--- config.mk ---
export PLATFORM = sky130hd
export DESIGN_NAME = avalon_uart_remote_bridge
export DESIGN_NICKNAME = d
export VERILOG_FILES = /design/src/rtl/avalon_uart_remote_bridge.sv
export SDC_FILE = /design/constraint.sdc
export NUM_CORES = 1
export LEC_CHECK = 0
export ABC_CLOCK_PERIOD_IN_PS = 7690
export BUFFER_PORTS_ARGS = -buffer_cell sky130_fd_sc_hd__buf_2
export CAP_MARGIN = 20
export CORE_ASPECT_RATIO = 0.9
export CORE_UTILIZATION = 60
export DETAILED_ROUTE_END_ITERATION = 6
export PLACE_DENSITY = 0.89
export SYNTH_ARGS = -nofsm -noshare
export SYNTH_HDL_FRONTEND = slang
export SYNTH_SLANG_ARGS = --single-unit
--- constraint.sdc ---
create_clock -name clk -period 7.69 [get_ports clk]
set_input_delay 0.3845 -clock clk [delete_from_list [all_inputs] [get_ports clk]]
set_output_delay 0.3845 -clock clk [all_outputs]
set_load 0.02 [all_outputs]
--- src/rtl/avalon_uart_remote_bridge.sv ---
`timescale 1ns/1ps
// avalon_uart_remote_bridge
//   Avalon-MM responder that tunnels each read/write over an 8N1 UART link
//   to a remote avalon_uart_host. Writes are posted (10-byte packet, no
//   response). Reads send a 5-byte packet and then collect 4 response bytes.
//   If the response bytes do not arrive in time, the read completes with
//   TIMEOUT_DATA and the sticky timeout_err flag is set.
// Ports
//   clk, rst                 system clock, synchronous active-high reset
//   avn_read / avn_write     request strobes, held until waitrequest is low
//   avn_address              remote byte address, forwarded unchanged
//   avn_byte_enable          write byte enables
//   avn_writedata            write data
//   avn_readdata             read data, valid in the read completion cycle
//   avn_waitrequest          stall; low only in the completion cycle or when idle
//   uart_div                 clocks per UART bit (>=4), sampled per byte
//   uart_txd / uart_rxd      serial out (idle high) / asynchronous serial in
//   timeout_err              sticky read-timeout flag, cleared by reset only
module avalon_uart_remote_bridge #(
  parameter int unsigned TIMEOUT_CYCLES = 1000000,
  parameter logic [31:0] TIMEOUT_DATA   = 32'hDEADBEEF
) (
  input  logic        clk,
  input  logic        rst,
  input  logic        avn_read,
  input  logic        avn_write,
  input  logic [31:0] avn_address,
  input  logic [3:0]  avn_byte_enable,
  input  logic [31:0] avn_writedata,
  output logic [31:0] avn_readdata,
  output logic        avn_waitrequest,
  input  logic [15:0] uart_div,
  output logic        uart_txd,
  input  logic        uart_rxd,
  output logic        timeout_err
);

  typedef enum logic [2:0] {
    ST_IDLE    = 3'd0,
    ST_TX_CMD  = 3'd1,
    ST_TX_ADDR = 3'd2,
    ST_TX_BE   = 3'd3,
    ST_TX_DATA = 3'd4,
    ST_RX_DATA = 3'd5,
    ST_DONE    = 3'd6
  } state_t;

  localparam logic [31:0] TIMEOUT_LAST = TIMEOUT_CYCLES - 32'd1;

  // Byte k of a 32-bit word, LSB first on the wire.
  function automatic logic [7:0] byte_of(input logic [31:0] word, input logic [1:0] idx);
    logic [7:0] b;
    case (idx)
      2'd0:    b = word[7:0];
      2'd1:    b = word[15:8];
      2'd2:    b = word[23:16];
      default: b = word[31:24];
    endcase
    return b;
  endfunction

  // Request latch and FSM
  state_t      state_r;
  logic        is_write_r;
  logic [31:0] addr_r;
  logic [3:0]  be_r;
  logic [31:0] wdata_r;
  logic [1:0]  byte_cnt_r;
  logic [31:0] to_cnt_r;
  logic [31:0] rx_word_r;

  // TX shifter: tx_data_r holds {stop, d7..d0}; uart_txd carries the current bit.
  logic        tx_busy_r;
  logic [8:0]  tx_data_r;
  logic [3:0]  tx_bit_r;
  logic [15:0] tx_clk_r;
  logic [15:0] tx_div_r;
  logic        tx_byte_end_s;
  logic        tx_load_s;
  logic [7:0]  tx_load_byte_s;

  // RX synchronizer and deserializer
  logic        rxd_meta_r;
  logic        rxd_sync_r;
  logic        rxd_prev_r;
  logic        rx_busy_r;
  logic [15:0] rx_clk_r;
  logic [15:0] rx_div_r;
  logic [3:0]  rx_bit_r;
  logic [7:0]  rx_shift_r;
  logic        rx_valid_r;

  logic        done_s;

  assign done_s          = (state_r == ST_DONE);
  assign avn_waitrequest = (avn_read | avn_write) & ~done_s;
  // Last clock of the stop bit: the next byte loads on this edge, so no idle gap.
  assign tx_byte_end_s   = tx_busy_r & (tx_clk_r == 16'd0) & (tx_bit_r == 4'd9);

  // Select which byte (if any) enters the TX shifter on this edge.
  always_comb begin
    tx_load_s      = 1'b0;
    tx_load_byte_s = 8'h00;
    case (state_r)
      ST_IDLE: begin
        if (avn_read | avn_write) begin
          tx_load_s      = 1'b1;
          tx_load_byte_s = avn_write ? 8'h57 : 8'h52;
        end else begin
          tx_load_s      = 1'b0;
        end
      end
      ST_TX_CMD: begin
        tx_load_s      = tx_byte_end_s;
        tx_load_byte_s = addr_r[7:0];
      end
      ST_TX_ADDR: begin
        if (byte_cnt_r != 2'd3) begin
          tx_load_s      = tx_byte_end_s;
          tx_load_byte_s = byte_of(addr_r, byte_cnt_r + 2'd1);
        end else if (is_write_r) begin
          tx_load_s      = tx_byte_end_s;
          tx_load_byte_s = {4'h0, be_r};
        end else begin
          tx_load_s      = 1'b0;
        end
      end
      ST_TX_BE: begin
        tx_load_s      = tx_byte_end_s;
        tx_load_byte_s = wdata_r[7:0];
      end
      ST_TX_DATA: begin
        if (byte_cnt_r != 2'd3) begin
          tx_load_s      = tx_byte_end_s;
          tx_load_byte_s = byte_of(wdata_r, byte_cnt_r + 2'd1);
        end else begin
          tx_load_s      = 1'b0;
        end
      end
      default: begin
        tx_load_s      = 1'b0;
        tx_load_byte_s = 8'h00;
      end
    endcase
  end

  // TX bit engine: start, 8 data bits, stop, each uart_div clocks long.
  always_ff @(posedge clk) begin
    if (rst) begin
      uart_txd  <= 1'b1;
      tx_busy_r <= 1'b0;
      tx_data_r <= 9'h1FF;
      tx_bit_r  <= 4'd0;
      tx_clk_r  <= 16'd0;
      tx_div_r  <= 16'd0;
    end else if (tx_load_s) begin
      uart_txd  <= 1'b0;
      tx_busy_r <= 1'b1;
      tx_data_r <= {1'b1, tx_load_byte_s};
      tx_bit_r  <= 4'd0;
      tx_clk_r  <= uart_div - 16'd1;
      tx_div_r  <= uart_div;
    end else if (tx_busy_r) begin
      if (tx_clk_r != 16'd0) begin
        tx_clk_r <= tx_clk_r - 16'd1;
      end else if (tx_bit_r == 4'd9) begin
        tx_busy_r <= 1'b0;
        uart_txd  <= 1'b1;
      end else begin
        uart_txd  <= tx_data_r[0];
        tx_data_r <= {1'b1, tx_data_r[8:1]};
        tx_bit_r  <= tx_bit_r + 4'd1;
        tx_clk_r  <= tx_div_r - 16'd1;
      end
    end
  end

  // RX: synchronize, detect start edge, sample bit centres, validate stop bit.
  always_ff @(posedge clk) begin
    if (rst) begin
      rxd_meta_r <= 1'b1;
      rxd_sync_r <= 1'b1;
      rxd_prev_r <= 1'b1;
      rx_busy_r  <= 1'b0;
      rx_clk_r   <= 16'd0;
      rx_div_r   <= 16'd0;
      rx_bit_r   <= 4'd0;
      rx_shift_r <= 8'h00;
      rx_valid_r <= 1'b0;
    end else begin
      rxd_meta_r <= uart_rxd;
      rxd_sync_r <= rxd_meta_r;
      rxd_prev_r <= rxd_sync_r;
      rx_valid_r <= 1'b0;
      if (!rx_busy_r) begin
        if (rxd_prev_r & ~rxd_sync_r) begin
          // Wait half a bit so the start bit is re-checked near its centre.
          rx_busy_r <= 1'b1;
          rx_clk_r  <= {1'b0, uart_div[15:1]} - 16'd1;
          rx_div_r  <= uart_div;
          rx_bit_r  <= 4'd0;
        end
      end else if (rx_clk_r != 16'd0) begin
        rx_clk_r <= rx_clk_r - 16'd1;
      end else if (rx_bit_r == 4'd0) begin
        if (rxd_sync_r) begin
          rx_busy_r <= 1'b0;              // glitch, not a real start bit
        end else begin
          rx_bit_r  <= 4'd1;
          rx_clk_r  <= rx_div_r - 16'd1;
        end
      end else if (rx_bit_r != 4'd9) begin
        rx_shift_r <= {rxd_sync_r, rx_shift_r[7:1]};
        rx_bit_r   <= rx_bit_r + 4'd1;
        rx_clk_r   <= rx_div_r - 16'd1;
      end else begin
        // Stop bit: a low level is a framing error and the byte is dropped.
        rx_busy_r  <= 1'b0;
        rx_valid_r <= rxd_sync_r;
      end
    end
  end

  // Transaction FSM: latch request, sequence packet bytes, gather response.
  always_ff @(posedge clk) begin
    if (rst) begin
      state_r      <= ST_IDLE;
      is_write_r   <= 1'b0;
      addr_r       <= 32'h0;
      be_r         <= 4'h0;
      wdata_r      <= 32'h0;
      byte_cnt_r   <= 2'd0;
      to_cnt_r     <= 32'd0;
      rx_word_r    <= 32'h0;
      avn_readdata <= 32'h0;
      timeout_err  <= 1'b0;
    end else begin
      case (state_r)
        ST_IDLE: begin
          if (avn_read | avn_write) begin
            is_write_r <= avn_write;
            addr_r     <= avn_address;
            be_r       <= avn_byte_enable;
            wdata_r    <= avn_writedata;
            byte_cnt_r <= 2'd0;
            state_r    <= ST_TX_CMD;
          end
        end
        ST_TX_CMD: begin
          if (tx_byte_end_s) begin
            byte_cnt_r <= 2'd0;
            state_r    <= ST_TX_ADDR;
          end
        end
        ST_TX_ADDR: begin
          if (tx_byte_end_s) begin
            if (byte_cnt_r != 2'd3) begin
              byte_cnt_r <= byte_cnt_r + 2'd1;
            end else if (is_write_r) begin
              state_r    <= ST_TX_BE;
            end else begin
              byte_cnt_r <= 2'd0;
              to_cnt_r   <= 32'd0;
              state_r    <= ST_RX_DATA;
            end
          end
        end
        ST_TX_BE: begin
          if (tx_byte_end_s) begin
            byte_cnt_r <= 2'd0;
            state_r    <= ST_TX_DATA;
          end
        end
        ST_TX_DATA: begin
          if (tx_byte_end_s) begin
            if (byte_cnt_r != 2'd3) begin
              byte_cnt_r <= byte_cnt_r + 2'd1;
            end else begin
              state_r    <= ST_DONE;
            end
          end
        end
        ST_RX_DATA: begin
          if (rx_valid_r) begin
            rx_word_r[{byte_cnt_r, 3'b000} +: 8] <= rx_shift_r;
            if (byte_cnt_r == 2'd3) begin
              avn_readdata <= {rx_shift_r, rx_word_r[23:0]};
              state_r      <= ST_DONE;
            end else begin
              byte_cnt_r   <= byte_cnt_r + 2'd1;
            end
          end else if (to_cnt_r == TIMEOUT_LAST) begin
            avn_readdata <= TIMEOUT_DATA;
            timeout_err  <= 1'b1;
            state_r      <= ST_DONE;
          end else begin
            to_cnt_r     <= to_cnt_r + 32'd1;
          end
        end
        ST_DONE: begin
          state_r <= ST_IDLE;
        end
        default: begin
          state_r <= ST_IDLE;
        end
      endcase
    end
  end

endmodule

==> impl_results.md <==
- Fmax: 0.244 GHz
- Layout Cells excl Fill: 1,853
- Tcrit/Tclk final: 53.2%
- R2R setup slack: 3.60 ns
- Final Cell Area: 0.0134 mm2
- Top Metal Used: met4
- Multiplexer area fraction after synthesis: 2.39%
- DP Wirelength: 20,100 um
- Peak supply drop: 0.219 mV
- DRT antenna net count: 0
- Synthesized area per cell: 7.78 um2
- Die Area: 0.0205 mm2
- Leak: 5.14 nW
- Pins Over Slew Limit: 0
- CTS max path bufs: 3
- Fraction of the mapped netlist area in simple logic gates: 26.6%
- Worst reg2reg path endpoint: tx_clk_r[14]$_SDFFE_PP0P_
- Footprint of the multi-input gates: 0.00630 mm2
- Post-synth top area share: 43.2%
- Post-synth top flop: dfxtp_1
- Root Buffer: clkbuf_16
- Seq cells post-synth: 258
- Register area: 0.00516 mm2
- DR DRC count: 10
- Cells after Synth: 1,536
- Initial Util: 61.8%
- Worst slew margin relative to its limit: 24.5%
- Hold Path Stages: 2
- CP Max Fanout: 36
- Num Clock Sinks: 258
- Synth area leaders: dfxtp_1 43%, nand2_1 9.0%, a21oi_1 8.5%
- Fillers: 1,522
- Period minus WS final: 4.09 ns
- Pre-Repair DR Iteration Count: 7
- Total CTS buffers: 25
- Nets: 1,691
- Run status: finished with violations
- Metal2 WL: 14,100 um
- Number of post-CTS setup repair buffers: 0
- Die H: 136 um
- Post-synthesis compound-gate area fraction: 17.9%
- Worst-margin pin slew: 1.13 ns
- Setup TNS: 0 ns
- Final hold slack: 0.0425 ns
- Largest family of logic cells by synthesized area: simple AND/OR/NAND/NOR gates
- # H-tree levels: 1
- Gpl congestion: 0.908
- Sequential share of the synthesized area: 43.2%
- Final hold violation count: 0
- Clock-pin slew on the worst setup and hold paths: 0.06 ns
- DR iter-0 viols: 1,019
- Vias in the first global route: 10,300
- Layout cell share with drive strength beyond 1: 13.1%
- Cell Pwr Density: 322 mW/mm2
- Kind of critical path: reg2reg
- Final setup viols: 0
- Metal-1 WL: 13,100 um
- Post-Syn Area: 0.0119 mm2
- Synth warn: 0
- Initial antenna violation count: 2
- Adder-Cell Fraction of Synth Area: 1.57%
- Hold-fix buffers, CTS: 0
- Commonest non-fill, non-tap cell in the layout: nand2_1
- Post-synthesis xor/xnor area fraction: 3.96%
- Worst reg2reg path depth: 11
- # IOs: 124
- Number of synthesized flops with an enable pin: 0
- Clock skew: 0.00913 ns
- Netlist cell types: 69
- Hold path startpoint: uart_rxd
- Die X: 151 um
- Crit. End Element: register
- FP Rows: 48
- CTS tree: yes
- Max-cap viol count: 0
- Wire per inst: 16.4 um
- Commonest non-fill, non-tap cells in the layout: 287 x nand2_1, 258 x dfxtp_1, 203 x a21oi_1, 177 x nor2_1, 122 x buf_2
- Data arrival, critical path: 4.54 ns
- Failing checks: DRC
- Vias: 11,300
- DR WL met3: 2350 um
- Reg2Reg Launch Point: byte_cnt_r[0]$_SDFFE_PP0P_
- Largest net degree at the start of global routing: 79
- Routed WL: 30,300 um
- Overflow after GRT: 0
- Area Growth Syn to Fin: 12.1%
- Dpl cells: 1,808
- Ys async rst share: 0%
- Skew-Pair Late Insertion Delay: 0.54 ns
- Hold path endpoint: rxd_meta_r$_SDFF_PP1_
- Via density: 6.10
- Placed cell area: 0.0125 mm2
- CP Launch Type: register
- Port bufs: 123
- Cts repair resizes: 0
- Post-synth top area cell: dfxtp_1
- Total track usage: 29.3%
- RSZ-0062 raised after global routing: false
- Critical Path RT: 8.14 ns
- CORE AREA: 0.0193 mm2
- First-pass GRT wire length: 49,700 um
- Synth Net Count: 1,640
- Hold Crit Class: in2reg
## cells in the mapped netlist (5+ instances only)
master / n
nor2b_1: 15
a21oi_1: 203
or2_2: 17
nand2_1: 287
nand4_1: 11
a222oi_1: 16
a311oi_1: 5
xnor2_1: 29
nand3_1: 53
inv_1: 21
ha_1: 15
nor2_1: 177
o221ai_1: 6
a211oi_1: 29
dfxtp_1: 258
nor3_1: 77
or3_1: 9
mux2i_1: 24
nor4_1: 14
a31oi_1: 15
and2_1: 5
o211ai_1: 5
clkbuf_1: 92
xor2_1: 25
and3_1: 6
nand2b_1: 6
o21ai_0: 26
nor3b_1: 7
buf_1: 9
## per-layer routing
| layer | vias to the layer above | track usage [%] |
|---|---|---|
| met5 | - | 0 |
| li1 | 5438 | - |
| met3 | 72 | 4.06 |
| met4 | 0 | 8.50 |
| met1 | 5317 | 40.1 |
| met2 | 474 | 48.1 |
## power by group
part           internal, mW  leakage [nW]  switching [mW]
Clock                 0.726         0.406           0.517
Sequential             1.54          2.11           0.179
Combinational         0.484          2.63           0.860
## worst max-delay path by stage
| stage | start | end | slack, ns | cells after the start |
|---|---|---|---|---|
| floorplan | byte_cnt_r[0]$_SDFFE_PP0P_ | tx_clk_r[14]$_SDFFE_PP0P_ | 4.08 | 15 |
| global placement | byte_cnt_r[0]$_SDFFE_PP0P_ | tx_clk_r[14]$_SDFFE_PP0P_ | 3.83 | 11 |
| detailed placement | byte_cnt_r[0]$_SDFFE_PP0P_ | tx_clk_r[14]$_SDFFE_PP0P_ | 3.69 | 11 |
| CTS | byte_cnt_r[0]$_SDFFE_PP0P_ | tx_clk_r[14]$_SDFFE_PP0P_ | 3.64 | 11 |
| global route | byte_cnt_r[0]$_SDFFE_PP0P_ | tx_clk_r[14]$_SDFFE_PP0P_ | 3.26 | 11 |
| finish | byte_cnt_r[0]$_SDFFE_PP0P_ | tx_clk_r[14]$_SDFFE_PP0P_ | 3.60 | 11 |
## cell families (layout without fill, tap and decap cells)
kind of cell             Yosys count  count (layout)
AO/OA/AOI/OAI                    346             346
XOR/XNOR                          54              54
adder cells (fa/ha/maj)           15              15
buffers and inverters            130             195
flip-flops                       258             258
multiplexers                      28              28
other                              0               2
AND/OR/NAND/NOR                  705             705
## flip-flops by register name, indices dropped and copies added (netlist names), 16 cells and up
register	cells
addr_r	32
avn_readdata	32
to_cnt_r	32
wdata_r	32
rx_word_r	24
rx_clk_r	16
rx_div_r	16
tx_clk_r	16
tx_div_r	16
## critical path: stages, from the launching register on
cell      delay [ns]
dfxtp_1         0.38
ha_1            0.32
or4b_1          0.71
o311ai_4        0.24
a31o_2          0.71
o21ai_0         0.28
inv_1           0.11
ha_1            0.22
and4b_1         0.36
nand2_2         0.10
or3_1           0.31
a311oi_1        0.23
## metrics by stage
stage	power, mW	utilization, %	worst slack [ns]
CTS	4.29	69.1	3.64
global placement	3.00	64.8	3.83
global route	4.53	69.2	3.26
detailed placement	3.04	64.8	3.69
finish	4.31	69.2	3.60
floorplan	2.74	-	4.08
## layout make-up
class / count / share of cell area (%)
Multi-Input combinational cell: 1148 / 47.0
Sequential cell: 258 / 38.6
Timing Repair Buffer: 133 / 5.32
Clock buffer: 32 / 5.09
Tap cell: 250 / 2.34
Clock inverter: 9 / 1.01
Inverter: 21 / 0.589
Antenna cell: 2 / 0.0374
Note: power is estimated with default switching activity, not from simulation.
